[src/rtl/imem_loader_pkg.sv]
// Shared CPU constants: instruction width, bytes per word and the loader FSM encoding.
package imem_loader_pkg;
  localparam int INSTR_W    = 32;
  localparam int BYTE_W     = 8;
  localparam int WORD_BYTES = 4;

  typedef enum logic [1:0] {
    S_IDLE    = 2'd0,
    S_COLLECT = 2'd1,
    S_WRITE   = 2'd2,
    S_DONE    = 2'd3
  } state_t;
endpackage

[src/rtl/imem_loader.sv]
// Streams bytes into 32-bit little-endian words and writes them into an instruction RAM.
// Handshake: a byte moves on a rising edge where ByteValid && ByteReady; ByteValid low simply stalls.
module imem_loader
  import imem_loader_pkg::*;
#(
  parameter logic [63:0] BASE_ADDR = 64'h0,
  parameter int          MEM_WORDS = 64
) (
  input  logic               CLK,
  input  logic               Reset_L,
  input  logic               Start,
  input  logic [15:0]        WordCount,
  input  logic               Abort,
  input  logic [7:0]         ByteIn,
  input  logic               ByteValid,
  output logic               ByteReady,
  output logic               WrEn,
  output logic [63:0]        WrAddr,
  output logic [INSTR_W-1:0] WrData,
  output logic               Busy,
  output logic               Done,
  output logic               Error,
  output logic [1:0]         DbgState
);

  state_t      state;
  logic [15:0] cnt;
  logic [15:0] words;
  logic [63:0] addr;
  logic [1:0]  idx;
  logic [23:0] shreg;
  logic [15:0] words_next;

  assign words_next = words + 16'd1;
  assign ByteReady  = (state == S_COLLECT);
  assign Busy       = (state == S_COLLECT) || (state == S_WRITE);
  // An abort landing in WRITE suppresses the strobe in that same cycle.
  assign WrEn       = (state == S_WRITE) && !Abort;
  assign DbgState   = state;

  always_ff @(posedge CLK or negedge Reset_L) begin
    if (!Reset_L) begin
      state  <= S_IDLE;
      cnt    <= '0;
      words  <= '0;
      addr   <= BASE_ADDR;
      idx    <= '0;
      shreg  <= '0;
      WrAddr <= BASE_ADDR;
      WrData <= '0;
      Done   <= 1'b0;
      Error  <= 1'b0;
    end else begin
      case (state)
        S_IDLE, S_DONE: begin
          if (Start) begin
            cnt   <= WordCount;
            addr  <= BASE_ADDR;
            idx   <= '0;
            words <= '0;
            Done  <= 1'b0;
            Error <= 1'b0;
            if (WordCount == 16'd0) begin
              state <= S_DONE;
              Done  <= 1'b1;
            end else if (int'({16'd0, WordCount}) > MEM_WORDS) begin
              state <= S_DONE;
              Done  <= 1'b1;
              Error <= 1'b1;
            end else begin
              state <= S_COLLECT;
            end
          end
        end
        S_COLLECT: begin
          if (Abort) begin
            state <= S_DONE;
            Done  <= 1'b1;
            Error <= 1'b1;
            idx   <= '0;
          end else if (ByteValid) begin
            idx <= idx + 2'd1;
            case (idx)
              2'd0: shreg[7:0]   <= ByteIn;
              2'd1: shreg[15:8]  <= ByteIn;
              2'd2: shreg[23:16] <= ByteIn;
              default: begin
                WrData <= {ByteIn, shreg};
                WrAddr <= addr;
                state  <= S_WRITE;
              end
            endcase
          end
        end
        S_WRITE: begin
          if (Abort) begin
            state <= S_DONE;
            Done  <= 1'b1;
            Error <= 1'b1;
            idx   <= '0;
          end else begin
            addr  <= addr + 64'(WORD_BYTES);
            words <= words_next;
            if (words_next == cnt) begin
              state <= S_DONE;
              Done  <= 1'b1;
            end else begin
              state <= S_COLLECT;
            end
          end
        end
        default: state <= S_IDLE;
      endcase
    end
  end

endmodule

[config.mk]
export PLATFORM = sky130hd
export DESIGN_NAME = imem_loader
export DESIGN_NICKNAME = d
export VERILOG_FILES = /design/src/rtl/imem_loader_pkg.sv /design/src/rtl/imem_loader.sv
export SDC_FILE = /design/constraint.sdc
export NUM_CORES = 1
export LEC_CHECK = 0
export CORE_UTILIZATION = 50
export DETAILED_ROUTE_END_ITERATION = 8
export PLACE_DENSITY = 0.77
export REMOVE_ABC_BUFFERS = 1
export SYNTH_ARGS = -nofsm -noshare
export SYNTH_HDL_FRONTEND = slang
export SYNTH_SLANG_ARGS = --single-unit
[constraint.sdc]
create_clock -name CLK -period 2.8 [get_ports CLK]
set_clock_uncertainty 0.15 [all_clocks]
set_input_delay 0.7 -clock CLK [delete_from_list [all_inputs] [get_ports CLK]]
set_output_delay 0.7 -clock CLK [all_outputs]
set_load 0.05 [all_outputs]
==> results of run 1 <==
final timing paths:
path	end	cells after the start
worst max-delay path	addr[55]	10
worst min-delay path	WrAddr[58]	2
worst max register to register	addr[55]	10
worst min register to register	WrAddr[58]	2
max in group asynchronous	addr[19]	3
min in group asynchronous	WrAddr[10]	2
Yosys cell counts (2+ instances only):
library cell  instances
nor4_1               20
a31oi_1               4
and4_4                2
a211oi_1              4
a21oi_1              16
a31o_2                4
a22o_1                4
o21ai_0              41
ha_1                  8
buf_4                 2
nand3_1              33
buf_2                 2
or3_1                12
and2_1                8
nand2b_1              3
clkbuf_1             34
o311ai_0              2
inv_1                18
dfrtp_1             218
xnor2_1              47
nor3_1               15
nor4bb_1              2
nand4_1              22
and4_1                9
and3_1                9
nand2_1              63
nor2_1               68
mux2_2              128
xor2_1               26
nor2b_1               3
area by class of cell:
class                   instances  area [sq um]  area share, %
clock buffers                  32           681           5.42
repair buffers                181          1760           14.0
flip-flops and latches        218          5460           43.5
well taps                     260           325           2.59
inverters                      18          67.6          0.538
multi-input cells             573          4150           33.1
clock inverters                10           116          0.927
power by group through the flow:
stage,registers [mW],logic [mW],clock network [mW]
floorplan,3.76,1.16,0
global placement,3.68,1.95,0
detailed placement,3.70,1.99,0
CTS,3.65,2.00,3.18
global route,3.68,2.17,3.32
finish,3.64,1.98,3.11
placed cells by master, fill, tap and decap left out, types with 24 or more instances in the layout:
cell,instances
o21ai_0,41
nand2_1,63
nor2_1,67
clkbuf_16,24
dfrtp_1,218
nand3_1,32
clkdlybuf4s50_1,125
xor2_1,26
xnor2_1,47
buf_4,48
mux2_2,128
metal layers:
layer	up-vias	global-route usage, %	part of all wire (%)
li1	3331	-	-
met1	3435	29.9	44
met2	163	36.4	50
met3	29	3.03	4.0
met4	0	5.38	2.0
met5	-	0	0
what timing repair did:
action | 4_1_cts | 5_1_grt
hold buffers | 1 | 0
resized for setup | 0 | 2
endpoints found under the setup margin | 0 | 6
hold endpoints to repair | 56 | 0
state kept, by name, indices dropped and copies added, names as in the netlist:
register / cells
DbgState: 2
Done: 1
Error: 1
WrAddr: 62
WrData: 32
addr: 62
cnt: 16
idx: 2
shreg: 24
words: 16
through the flow:
| stage | hold WS [ps] | area [sq um] | setup WS [ps] | util [%] | TNS (ps) |
|---|---|---|---|---|---|
| after floorplan | 254 | 9640 | -2140 | - | -270990 |
| after global placement | 313 | 11700 | -278 | 61.9 | -3840 |
| after detailed placement | 320 | 11700 | -357 | 61.9 | -4940 |
| after CTS | 333 | 12500 | 70.9 | 66.2 | 0 |
| after global routing | 360 | 12500 | 3.69 | 66.2 | 0 |
| final | 329 | 12500 | 66.9 | 66.2 | 0 |
logic make-up (layout without fill, tap and decap cells):
group                    count (synthesis)  count (layout)  synth area share (%)
AND/OR/NAND/NOR                        275             275                  14.3
flip-flops                             218             218                  55.6
multiplexers                           129             129                  14.8
AO/OA/AOI/OAI                           86              86                  5.33
XOR/XNOR                                73              73                  6.52
buffers and inverters                   58             241                  2.40
adder cells (fa/ha/maj)                  8               8                  1.02
other                                    1               2                0.0382
worst min-delay path, cell delays in order, from the launching register on:
cell	delay [ps]
dfrtp_1	340
nand2_1	50
o21ai_0	60
==> impl_metrics.yaml, run 1 <==
pwr:
  power.internal_mw: 6.19
  clkPwrFrac_pct: 35.6
  power_frac_seq_pct: 41.7
  p_comb_share_pct: 22.7
  p_sw_mw: 2.54
  power.density_nw_per_um2: 696
  p_sw_share_pct: 29.1
  leakage_nw: 5.65
  peakVddDrop_mv: 0.626
  power.total_mw: 8.73
global_routing:
  grt_max_degree: 61
  grt_first_pass_wirelength_microns: 35100
  grt_use_total_pct: 21.7
  grt-ovfl-total: 0
  antenna_found_initial: 0
  grt_pass1_vias: 6905
worst_setup_path:
  regToRegStartpoint: "DbgState[0]"
  slowest_delay_ps: 380
  slowest_stage: "or3_1"
  cp-start-kind: "flop"
  crit_type: "reg -> reg"
  cp.buffers_inverters: 3
  critPathLaunch: "DbgState[0]"
  crit_chain: "inv_1 > ha_1 > mux2_2 > nand3_1 > buf_4 > or3_1 > buf_4 > nor4_1 > xnor2_1 > nor2_1"
  critPathRequiredTime_ps: 3040
  cp.arrival_ps: 2980
  endpoint_kind: "flop"
  cp_max_fo: 8
  cp_common_cell: "buf_4"
  crit_family: "simple AND/OR/NAND/NOR gates"
  reg2reg_setup_slack_ps: 70
yosys:
  synth_area_leader_cell: "dfrtp_1"
  syn_avg_cell_area_sq_um: 11.6
  synthCells: 848
  synth_area_sq_um: 9810
  yosysWarnings: 0
  synthArstFlopShare_pct: 100
  synth_top_area_share_pct: 55.6
  yosys-top-cells-area: "dfrtp_1 56%, mux2_2 15%, xnor2_1 4.2%"
  synth-edff-count: 0
  ys_seq_area_share_pct: 55.6
  synth-main-ff-cell: "dfrtp_1"
  synth.distinct_cells: 51
  ys_ff_latch: 218
clocking:
  cts_buffers: 24
  cts_setup_buffers: 0
  clkLatencyLatePin_ps: 510
  cts_tree: "done"
  clk_pin_slew_worst_paths_ps: 60
  cts_root_buf: "clkbuf_16"
  htreeDepth: 1
  cts.sinks: 218
  clockBufferDepth: 3
placement:
  place_congestion: 0.934
  dp_cells: 1249
  io_buffers: 129
  hpwl_microns: 14800
drt:
  wirelength_microns: 20900
  post_drt_wl_per_cell_microns: 16.2
  vias: 6958
  drtPass1Iterations: 6
  viasPerCell: 5.39
  drcViolationCount: 0
  detail-route-antenna-nets: 0
  dr.first_iter.drc_count: 417
cells_and_area:
  synthToLayoutAreaGrowth_pct: 27.9
  final_layout_size_suffix_gt1_share_pct: 22.8
  instances_no_fill: 1292
  layout.nets: 1053
  antenna_cells: 0
  fill_cells: 1455
sta:
  min_period_over_period_pct: 97.6
  setup_viol: 0
  hold_viol: 0
  relSlewSlack_pct: 61.5
  grt_setup_unrepaired: "false"
  post-route-min-period_ps: 2730
  maxSlewViolCount: 0
  fmax_mhz: 366
  worstMarginPinSlew_ps: 575
hold_path:
  min_from: "WrAddr[58]"
  min_path_type: "reg -> reg"
die:
  core_area_sq_um: 19000
  io_pins: 132
  dieArea_sq_um: 20200
  die_w_microns: 142
  start_util_pct: 51.7
  core.rowCount: 50
  die_h_microns: 142
run_status:
  run_status: "completed"
job:
  maxCapViolations: 0
Power figures use the tool's default switching activity.
==> inputs of run 2 (changes only) <==
CORE_UTILIZATION = 55   (was 50)
GPL_ROUTABILITY_DRIVEN = 0   (was unset)
PLACE_DENSITY = 0.8   (was 0.77)
clock period = 3 ns   (was 2.8 ns; I/O delays follow)
==> run 2 against run 1 <==
Compared with the run above: critical path depth shrank 3; power fell by 8.0%; combinational power is 10% lower; sequential power decreased by 6.0%; clock power shrank 9.0%; non-clock buffer count down 18; largest power group unchanged; highest routed layer unchanged.
==> impl_metrics.yaml, run 2 (synthesis gave the netlist of run 1 again) <==
clocking:
  clk_pin_slew_worst_paths_ps: 60
  clockBufferDepth: 3
  clkLatencyLatePin_ps: 490
  cts_root_buf: "clkbuf_16"
  hold_buffers: 0
  cts.sinks: 218
  cts_tree: "done"
  htreeDepth: 1
  cts_buffers: 23
die:
  die_w_microns: 136
  die_h_microns: 136
  core.rowCount: 48
  core_area_sq_um: 17400
  dieArea_sq_um: 18400
  io_pins: 132
  start_util_pct: 56.5
worst_setup_path:
  r2r_cells: 7
  crit_family: "compound AO/OA/AOI/OAI gates"
  reg2reg_setup_slack_ps: 160
  cp_max_fo: 8
  critPathRequiredTime_ps: 3230
  worstSetupPathDepth: 7
  endpoint_kind: "flop"
  cp-start-kind: "flop"
  crit_chain: "ha_1 > nand3_1 > or3_1 > o32a_1 > a2111oi_0 > a31o_2 > nand3_1"
  cp.arrival_ps: 3070
  regToRegStartpoint: "words[0]"
  endpoint: "Done"
  slowest_stage: "a2111oi_0"
  reg2reg_to: "Done"
  crit_type: "reg -> reg"
  critPathLaunch: "words[0]"
  cp.buffers_inverters: 0
  cp_common_cell: "nand3_1"
  slowest_delay_ps: 570
cells_and_area:
  final_layout_size_suffix_gt1_share_pct: 21.4
  layout_common_cells: "218 x dfrtp_1, 128 x mux2_2, 125 x clkdlybuf4s50_1"
  reg_top3: "WrAddr: 62 flops, addr: 62 flops, WrData: 32 flops"
  synthToLayoutAreaGrowth_pct: 25.8
  mostFrequentLayoutCell: "dfrtp_1"
  layout.nets: 1034
  antenna_cells: 0
  stdcell_area_sq_um: 12300
  instances_no_fill: 1236
  utilization_pct: 71.1
pwr:
  power.internal_mw: 5.70
  power_frac_seq_pct: 42.6
  p_comb_share_pct: 22.1
  power.density_nw_per_um2: 651
  leakage_nw: 5.55
  clkPwrFrac_pct: 35.3
  p_sw_share_pct: 29.1
  p_sw_mw: 2.34
  peakVddDrop_mv: 0.464
sta:
  post-route-min-period_ps: 2840
  min_period_over_period_pct: 94.7
  fmax_mhz: 352
  hold_viol: 0
  grt_setup_unrepaired: "false"
  maxSlewViolCount: 0
  setup_viol: 0
  relSlewSlack_pct: 60.8
  fin_tns_setup_ps: 0
  whs_ps: 55.2
  worstMarginPinSlew_ps: 573
drt:
  wirelength_microns: 20900
  viasPerCell: 5.67
  detail-route-antenna-nets: 0
  drcViolationCount: 0
  drtPass1Iterations: 5
  vias: 7005
  post_drt_wl_per_cell_microns: 16.9
  dr.first_iter.drc_count: 378
global_routing:
  grt_use_total_pct: 23.7
  grt_first_pass_wirelength_microns: 34600
  antenna_found_initial: 0
  grt-ovfl-total: 0
  grt_pass1_vias: 6865
  grt_max_degree: 65
run_status:
  run_status: "completed"
placement:
  hpwl_microns: 14200
  io_buffers: 129
  postPlaceCellArea_sq_um: 11600
  dp_cells: 1197
job:
  maxCapViolations: 0
hold_path:
  min_path_type: "in -> async"
## run 2: cell types whose count changed in the layout (fill, tap and decap cells not counted), moves of 2 or more
cell and change:
clkbuf_8 -2, nor4_1 -2, clkinv_2 +2, buf_4 -18, clkinvlp_4 -2, nor4_2 +2
## run 2: worst min path at each step
stage,slack [ps],endpoint
floorplan,300,DbgState[0]
global placement,310,WrAddr[58]
detailed placement,320,WrAddr[58]
CTS,70,WrAddr[59]
global route,90,addr[31]
finish,60,WrAddr[59]
## run 2: timing repair
action	4_1_cts	5_1_grt
gates resized for setup	1	3
endpoints found under the setup margin	1	4
setup buffers	0	0
## run 2: per-layer routing
| metal | vias to the layer above | global-route usage (%) | share of wire, % |
|---|---|---|---|
| li1 | 3288 | - | - |
| met4 | 0 | 8.05 | 2.7 |
| met2 | 174 | 39.7 | 50 |
| met1 | 3501 | 32.0 | 44 |
| met3 | 42 | 2.69 | 3.7 |
| met5 | - | 0 | 0 |
## run 2: stage by stage
stage	total power, mW	setup slack [ps]
5_1_grt	8.41	0.640
2_1_floorplan	4.59	-1940
3_5_place_dp	5.25	-143
4_1_cts	8.09	96.0
6_report	8.04	158
3_3_place_gp	5.17	-77.7
## run 2: power by group through the flow
stage / clock (mW) / combinational [mW] / sequential, mW
after global placement: 0 / 1.72 / 3.46
after floorplan: 0 / 1.08 / 3.51
after detailed placement: 0 / 1.77 / 3.48
after CTS: 2.89 / 1.78 / 3.43
after global routing: 3.01 / 1.94 / 3.46
final: 2.83 / 1.78 / 3.42
## run 2: cell type report
type	count	area, sq um
multi-input cells	573	4160
clock buffers	29	628
clock inverters	10	125
fillers	1270	5020
flip-flops and latches	218	5460
inverters	18	67.6
repair buffers	163	1620
well taps	225	282
